File: src/rtl/gpio_ctrl_pkg.sv
// gpio_ctrl_pkg: shared constants for the GPIO controller.
//   - REG_* : 3-bit word index of each register inside the 32-byte window
//   - ST_*  : bus FSM state encoding
//   - lane_mask() : expands 4 byte strobes into a 32-bit bit mask
package gpio_ctrl_pkg;

  localparam logic [2:0] REG_OUT    = 3'd0;
  localparam logic [2:0] REG_DIR    = 3'd1;
  localparam logic [2:0] REG_IN     = 3'd2;
  localparam logic [2:0] REG_SET    = 3'd3;
  localparam logic [2:0] REG_CLR    = 3'd4;
  localparam logic [2:0] REG_TGL    = 3'd5;
  localparam logic [2:0] REG_IRQ_EN = 3'd6;
  localparam logic [2:0] REG_IRQ_ST = 3'd7;

  localparam logic [0:0] ST_IDLE = 1'b0;
  localparam logic [0:0] ST_ACK  = 1'b1;

  function automatic logic [31:0] lane_mask(input logic [3:0] strb);
    return {{8{strb[3]}}, {8{strb[2]}}, {8{strb[1]}}, {8{strb[0]}}};
  endfunction

endpackage

File: src/rtl/gpio_ctrl_if.sv
// gpio_ctrl_if: native memory bus of the riscv core.
//   mem_valid/mem_addr/mem_wdata/mem_wstrb : master -> slave request
//   mem_ready/mem_rdata                    : slave -> master acknowledge
interface gpio_ctrl_if;
  logic        mem_valid;
  logic [31:0] mem_addr;
  logic [31:0] mem_wdata;
  logic [3:0]  mem_wstrb;
  logic        mem_ready;
  logic [31:0] mem_rdata;

  modport master (
    output mem_valid, mem_addr, mem_wdata, mem_wstrb,
    input  mem_ready, mem_rdata
  );

  modport slave (
    input  mem_valid, mem_addr, mem_wdata, mem_wstrb,
    output mem_ready, mem_rdata
  );
endinterface

File: src/rtl/gpio_sync.sv
// gpio_sync: two-flop synchronizer for asynchronous pad inputs plus a
// one-cycle history register for rising-edge detection.
//   clk, resetn : clock, asynchronous active-low reset
//   gpio_in     : raw pad inputs
//   sync        : synchronized inputs (second flop)
//   rise        : one-cycle pulse per bit on a synchronized 0->1 transition
module gpio_sync #(
  parameter int WIDTH = 8
) (
  input  logic             clk,
  input  logic             resetn,
  input  logic [WIDTH-1:0] gpio_in,
  output logic [WIDTH-1:0] sync,
  output logic [WIDTH-1:0] rise
);

  logic [WIDTH-1:0] sync1;
  logic [WIDTH-1:0] sync2;
  logic [WIDTH-1:0] prev;

  always_ff @(posedge clk or negedge resetn) begin
    if (!resetn) begin
      sync1 <= '0;
      sync2 <= '0;
      prev  <= '0;
    end else begin
      sync1 <= gpio_in;
      sync2 <= sync1;
      prev  <= sync2;
    end
  end

  assign sync = sync2;
  assign rise = sync2 & ~prev;

endmodule

File: src/rtl/gpio_ctrl.sv
// gpio_ctrl: memory-mapped GPIO controller on the riscv native bus.
//   clk, resetn : clock, asynchronous active-low reset
//   bus         : slave side of the memory bus (valid/addr/wdata/wstrb in,
//                 ready/rdata out); one-cycle ack, one ack per two cycles
//   gpio_in     : asynchronous pad inputs
//   gpio_out    : output register
//   gpio_oe     : direction, 1 = drive
//   irq         : level interrupt, |(IRQ_ST & IRQ_EN)
// Only addresses inside the 32-byte window at ADDR_BASE are answered.
module gpio_ctrl
  import gpio_ctrl_pkg::*;
#(
  parameter int          WIDTH     = 8,
  parameter logic [31:0] ADDR_BASE = 32'h0000_1000
) (
  input  logic             clk,
  input  logic             resetn,
  gpio_ctrl_if.slave       bus,
  input  logic [WIDTH-1:0] gpio_in,
  output logic [WIDTH-1:0] gpio_out,
  output logic [WIDTH-1:0] gpio_oe,
  output logic             irq
);

  logic [0:0]       state;
  logic [WIDTH-1:0] in_sync;
  logic [WIDTH-1:0] in_rise;
  logic [WIDTH-1:0] irq_en;
  logic [WIDTH-1:0] irq_st;
  logic [WIDTH-1:0] irq_st_nxt;
  logic [WIDTH-1:0] w1c_bits;
  logic [31:0]      lane_m;
  logic [WIDTH-1:0] wmask;
  logic [WIDTH-1:0] wbits;
  logic [2:0]       reg_idx;
  logic             hit;
  logic             accept;
  logic             wr;
  logic [31:0]      rd_word;
  logic             unused_bits;

  gpio_sync #(.WIDTH(WIDTH)) u_sync (
    .clk     (clk),
    .resetn  (resetn),
    .gpio_in (gpio_in),
    .sync    (in_sync),
    .rise    (in_rise)
  );

  assign hit     = (bus.mem_addr[31:5] == ADDR_BASE[31:5]);
  assign reg_idx = bus.mem_addr[4:2];
  // mem_valid is only looked at in IDLE, so a request held through ACK
  // cannot be accepted a second time.
  assign accept  = (state == ST_IDLE) && bus.mem_valid && hit;
  assign wr      = accept && (bus.mem_wstrb != 4'b0000);

  assign lane_m  = lane_mask(bus.mem_wstrb);
  assign wmask   = lane_m[WIDTH-1:0];
  assign wbits   = bus.mem_wdata[WIDTH-1:0] & wmask;

  // A new edge overrides a W1C clear of the same bit in the same cycle.
  always_comb begin
    w1c_bits   = '0;
    if (wr && (reg_idx == REG_IRQ_ST)) w1c_bits = wbits;
    irq_st_nxt = (irq_st & ~w1c_bits) | in_rise;
  end

  always_comb begin
    rd_word = '0;
    case (reg_idx)
      REG_OUT:    rd_word[WIDTH-1:0] = gpio_out;
      REG_DIR:    rd_word[WIDTH-1:0] = gpio_oe;
      REG_IN:     rd_word[WIDTH-1:0] = in_sync;
      REG_IRQ_EN: rd_word[WIDTH-1:0] = irq_en;
      REG_IRQ_ST: rd_word[WIDTH-1:0] = irq_st;
      default:    rd_word = '0;
    endcase
  end

  // Bus FSM: IDLE -> ACK on an accepted hit, ACK -> IDLE unconditionally.
  always_ff @(posedge clk or negedge resetn) begin
    if (!resetn) begin
      state         <= ST_IDLE;
      bus.mem_ready <= 1'b0;
      bus.mem_rdata <= '0;
    end else begin
      state         <= accept ? ST_ACK : ST_IDLE;
      bus.mem_ready <= accept;
      bus.mem_rdata <= (accept && !wr) ? rd_word : 32'h0;
    end
  end

  // Register file; writes commit on the accepting edge.
  always_ff @(posedge clk or negedge resetn) begin
    if (!resetn) begin
      gpio_out <= '0;
      gpio_oe  <= '0;
      irq_en   <= '0;
      irq_st   <= '0;
    end else begin
      irq_st <= irq_st_nxt;
      if (wr) begin
        case (reg_idx)
          REG_OUT:    gpio_out <= (gpio_out & ~wmask) | wbits;
          REG_DIR:    gpio_oe  <= (gpio_oe & ~wmask) | wbits;
          REG_SET:    gpio_out <= gpio_out | wbits;
          REG_CLR:    gpio_out <= gpio_out & ~wbits;
          REG_TGL:    gpio_out <= gpio_out ^ wbits;
          REG_IRQ_EN: irq_en   <= (irq_en & ~wmask) | wbits;
          default:    ;
        endcase
      end
    end
  end

  assign irq = |(irq_st & irq_en);

  // Address byte offset and data bits above WIDTH have no function.
  assign unused_bits = ^{bus.mem_addr[1:0], bus.mem_wdata, lane_m};

endmodule

File: src/flat_wrapper.sv
// flat-port wrapper written by rule: the top's interface ports become plain ports
module gpio_ctrl_flat import gpio_ctrl_pkg::*;
#(
  parameter int          WIDTH     = 8,
  parameter logic [31:0] ADDR_BASE = 32'h0000_1000
)
  (clk, resetn, gpio_in, gpio_out, gpio_oe, irq, bus_mem_valid, bus_mem_addr, bus_mem_wdata, bus_mem_wstrb, bus_mem_ready, bus_mem_rdata);
  gpio_ctrl_if bus_i ();
  input  logic clk;
  input  logic resetn;
  input  logic [WIDTH-1:0] gpio_in;
  output logic [WIDTH-1:0] gpio_out;
  output logic [WIDTH-1:0] gpio_oe;
  output logic irq;
  input wire logic [$bits(bus_i.mem_valid)-1:0] bus_mem_valid;
  input wire logic [$bits(bus_i.mem_addr)-1:0] bus_mem_addr;
  input wire logic [$bits(bus_i.mem_wdata)-1:0] bus_mem_wdata;
  input wire logic [$bits(bus_i.mem_wstrb)-1:0] bus_mem_wstrb;
  output wire logic [$bits(bus_i.mem_ready)-1:0] bus_mem_ready;
  output wire logic [$bits(bus_i.mem_rdata)-1:0] bus_mem_rdata;
  assign bus_i.mem_valid = bus_mem_valid;
  assign bus_i.mem_addr = bus_mem_addr;
  assign bus_i.mem_wdata = bus_mem_wdata;
  assign bus_i.mem_wstrb = bus_mem_wstrb;
  assign bus_mem_ready = bus_i.mem_ready;
  assign bus_mem_rdata = bus_i.mem_rdata;
  gpio_ctrl #(.WIDTH(WIDTH), .ADDR_BASE(ADDR_BASE)) u_core (.clk(clk), .resetn(resetn), .bus(bus_i), .gpio_in(gpio_in), .gpio_out(gpio_out), .gpio_oe(gpio_oe), .irq(irq));
endmodule
File: config.mk
export PLATFORM = sky130hd
export DESIGN_NAME = gpio_ctrl_flat
export DESIGN_NICKNAME = d
export VERILOG_FILES = /design/src/rtl/gpio_ctrl_pkg.sv /design/src/rtl/gpio_ctrl_if.sv /design/src/rtl/gpio_sync.sv /design/src/rtl/gpio_ctrl.sv /design/src/flat_wrapper.sv
export SDC_FILE = /design/constraint.sdc
export NUM_CORES = 1
export LEC_CHECK = 0
export ABC_AREA = 1
export BUFFER_PORTS_ARGS = -buffer_cell sky130_fd_sc_hd__buf_2
export CAP_MARGIN = 20
export CORE_AREA = 2 2 91 93
export CTS_CLUSTER_SIZE = 40
export DETAILED_ROUTE_END_ITERATION = 7
export DIE_AREA = 0 0 93 95
export PLACE_DENSITY_LB_ADDON = 0.05
export SYNTH_ARGS = -nofsm -noshare
export SYNTH_HDL_FRONTEND = slang
export SYNTH_SLANG_ARGS = --single-unit
File: constraint.sdc
create_clock -name clk -period 1.3 [get_ports clk]
set_input_delay 0.065 -clock clk [delete_from_list [all_inputs] [get_ports clk]]
set_output_delay 0.065 -clock clk [all_outputs]
set_load 0.02 [all_outputs]
==> results.yml <==
placed_design:
  place_congestion: 0.871
  detailed_place_hpwl_mm: 6.23
  pre_cts_slack_ns: -0.158
  port_buffers: 78
synth:
  avgSynthCellArea_um2: 8.27
  ys_seq_area_share_pct: 48.8
  ys_top_cells_by_area: "dfrtp_1 49%, nand2_1 9.9%, buf_4 6.1%"
  ys_ff_latch: 65
  synth_cell_types: 31
  synth_top_cell_by_area: "dfrtp_1"
  netlist_area_um2: 3330
  synth_cells: 403
  synth_top_area_share_pct: 48.8
  ys_warn_count: 0
die:
  die-area_um2: 8840
  ios: 129
  die_w_um: 93
  start_util_pct: 42.1
  die-height_um: 95
  core_area_um2: 7930
  std_cell_rows: 33
setup_path:
  required_ns: 1.24
  cp-start-kind: "register"
  worstSetupEndpointType: "primary output"
  critPathMaxFanout: 2
  cp.arrival_ns: 1.46
  path_class: "register to primary output"
global_routing:
  grt_pass1_vias: 2952
  grt_antenna_before_repair: 0
  met2_usage_pct: 34.5
  met3_usage_pct: 3.83
  use_met1_pct: 30.2
  grt_first_pass_wirelength_mm: 14.8
  grt_max_degree: 66
  grt_usage_pct: 22.1
  busiest_layer: "met2"
  grt_overflow: 0
timing:
  max_slew.worst_pin.slew_ns: 0.515
  finalSetupViolCount: 41
  slew_headroom_pct: 65.6
  slew_viol_final: 0
  hold_viol: 0
  period_share_pct: 117
  rsz0062_at_grt: "true"
  setup_slack_ns: -0.224
  holdWs_ns: 0.00950
  fmax_ghz: 0.656
  skew_ns: 0.0111
  period_minus_slack_ns: 1.52
  finalSetupTns_ns: -4.48
power_and_ir_drop:
  intPower_uw: 2980
  pwr-share-clk_pct: 37.5
  p_sw_uw: 1140
  ir_drop_mv: 0.658
  swShare_pct: 27.8
  comb_power_share_pct: 12.3
  leakagePower_uw: 0.00238
  power_uw: 4120
  seqPwrFrac_pct: 50.2
  power_density_nw_per_um2: 910
finish:
  seqCellArea_um2: 1630
  final.fill_count: 748
  multi_input_area_um2: 1540
  final_nets: 616
  utilization_pct: 57.1
  mostFrequentLayoutCells: "76 x buf_2, 64 x dfrtp_1, 63 x nand2_1"
  drive_gt1_share_pct: 35.3
  final_common_cell: "buf_2"
  area_growth_pct: 35.8
  diodes: 0
clock_tree:
  clock_latency_ns: 0.35
  clock-sinks: 65
  clk_pin_slew_ns: 0.08
  clockBufferDepth: 2
  h-tree-depth: 3
  cts_tree: "yes"
  cts_root_buf: "clkbuf_8"
  cts_buffers: 9
worst_hold_path:
  worstHoldPathType: "primary input to register"
route:
  vias: 3040
  wl_per_cell_um: 14.3
  drt_iter0_markers: 191
  drt_pass1_iterations: 4
  via_per_inst: 4.76
  ant_nets: 0
  totalWireLength_mm: 9.15
  drc: 0
run_status:
  status: "complete, but fails checks"
  violations: "setup timing"
flow_run:
  maxCapViolCount: 0
==> layer usage <==
metal	share of wire (%)	up-vias	wire, um
li1	-	1502	-
met1	46	1414	4210
met2	45	109	4130
met3	6.8	15	626
met4	2.0	0	180
met5	0	-	0
==> power by group through the flow <==
stage / Clock [uW] / Combinational, uW / Sequential (uW)
3_3_place_gp: 0 / 442 / 2110
6_report: 1550 / 505 / 2070
4_1_cts: 1580 / 495 / 2070
5_1_grt: 1680 / 561 / 2070
3_5_place_dp: 0 / 444 / 2110
2_1_floorplan: 0 / 288 / 2110
==> final cells by class <==
| cell class | count | share of cell area [%] |
|---|---|---|
| clock buffer | 11 | 3.12 |
| clock inverter | 4 | 0.663 |
| inverter | 54 | 4.48 |
| multi-input combinational | 275 | 34.0 |
| sequential | 65 | 35.9 |
| tap | 105 | 2.90 |
| timing repair buffer | 124 | 18.9 |
==> critical path: stages (launching register included) <==
cell and delay (ns):
dfrtp_1 0.39, a22o_1 0.25, a221oi_2 0.20, nand2_1 0.13, buf_6 0.15
==> logic make-up after synthesis <==
group	after synthesis	share of synthesized area, %
AOI/OAI and AO/OA	57	9.94
other	1	0.112
buffers and inverters	87	13.4
adders and majority gates	8	3.00
and+or+nand+nor	185	24.8
DFF	65	48.8
==> stage by stage <==
step | cells | instance area [um2]
after floorplan | 426 | 3420
after global placement | 599 | 3910
after detailed placement | 599 | 3910
after CTS | 638 | 4460
after global routing | 638 | 4530
final | 638 | 4530
==> synth_stat cells <==
cell      instances
inv_1            51
dfrtp_1          65
buf_4            27
o21ai_0          11
nand3_4           1
nor2_1           41
a211oi_1          1
nor2_4            2
nor3_1            8
a21oi_1          25
nand4_1          10
o22ai_1           7
a22oi_1           7
conb_1            1
or2_2             8
nand3_1          23
nand3_2           1
nand2_4           1
clkbuf_1          1
a31oi_1           2
nand2_1          88
inv_2             2
a22o_1            1
buf_6             2
nor2_2            1
a21oi_2           1
a221oi_1          2
buf_2             3
clkinv_1          1
ha_1              8
nand2_2           1
==> repair_timing <==
item,CTS,global route
endpoints found under the hold margin,87,0
gates cloned,2,0
setup endpoints to repair,41,41
hold buffers,16,0
pin swaps,22,8
gates resized for setup,40,24
buffers inserted,6,0
==> path summary, 6_finish.rpt <==
kind	startpoint	to	slack [ns]	cells past startpoint
worst max-delay path	u_core.irq_st[6]	irq	-0.22	4
worst min register to register	u_core.u_sync.sync1[7]	u_core.u_sync.sync[7]	0.35	0
worst min-delay path	bus_mem_wdata[2]	register	0.009	3
min in group asynchronous	resetn	u_core.bus.mem_rdata[2]	0.26	3
max in group asynchronous	resetn	u_core.bus.mem_ready	0.71	3
worst max register to register	u_core.bus.mem_ready	register	-0.14	10
Note: power is estimated with default switching activity, not from simulation.
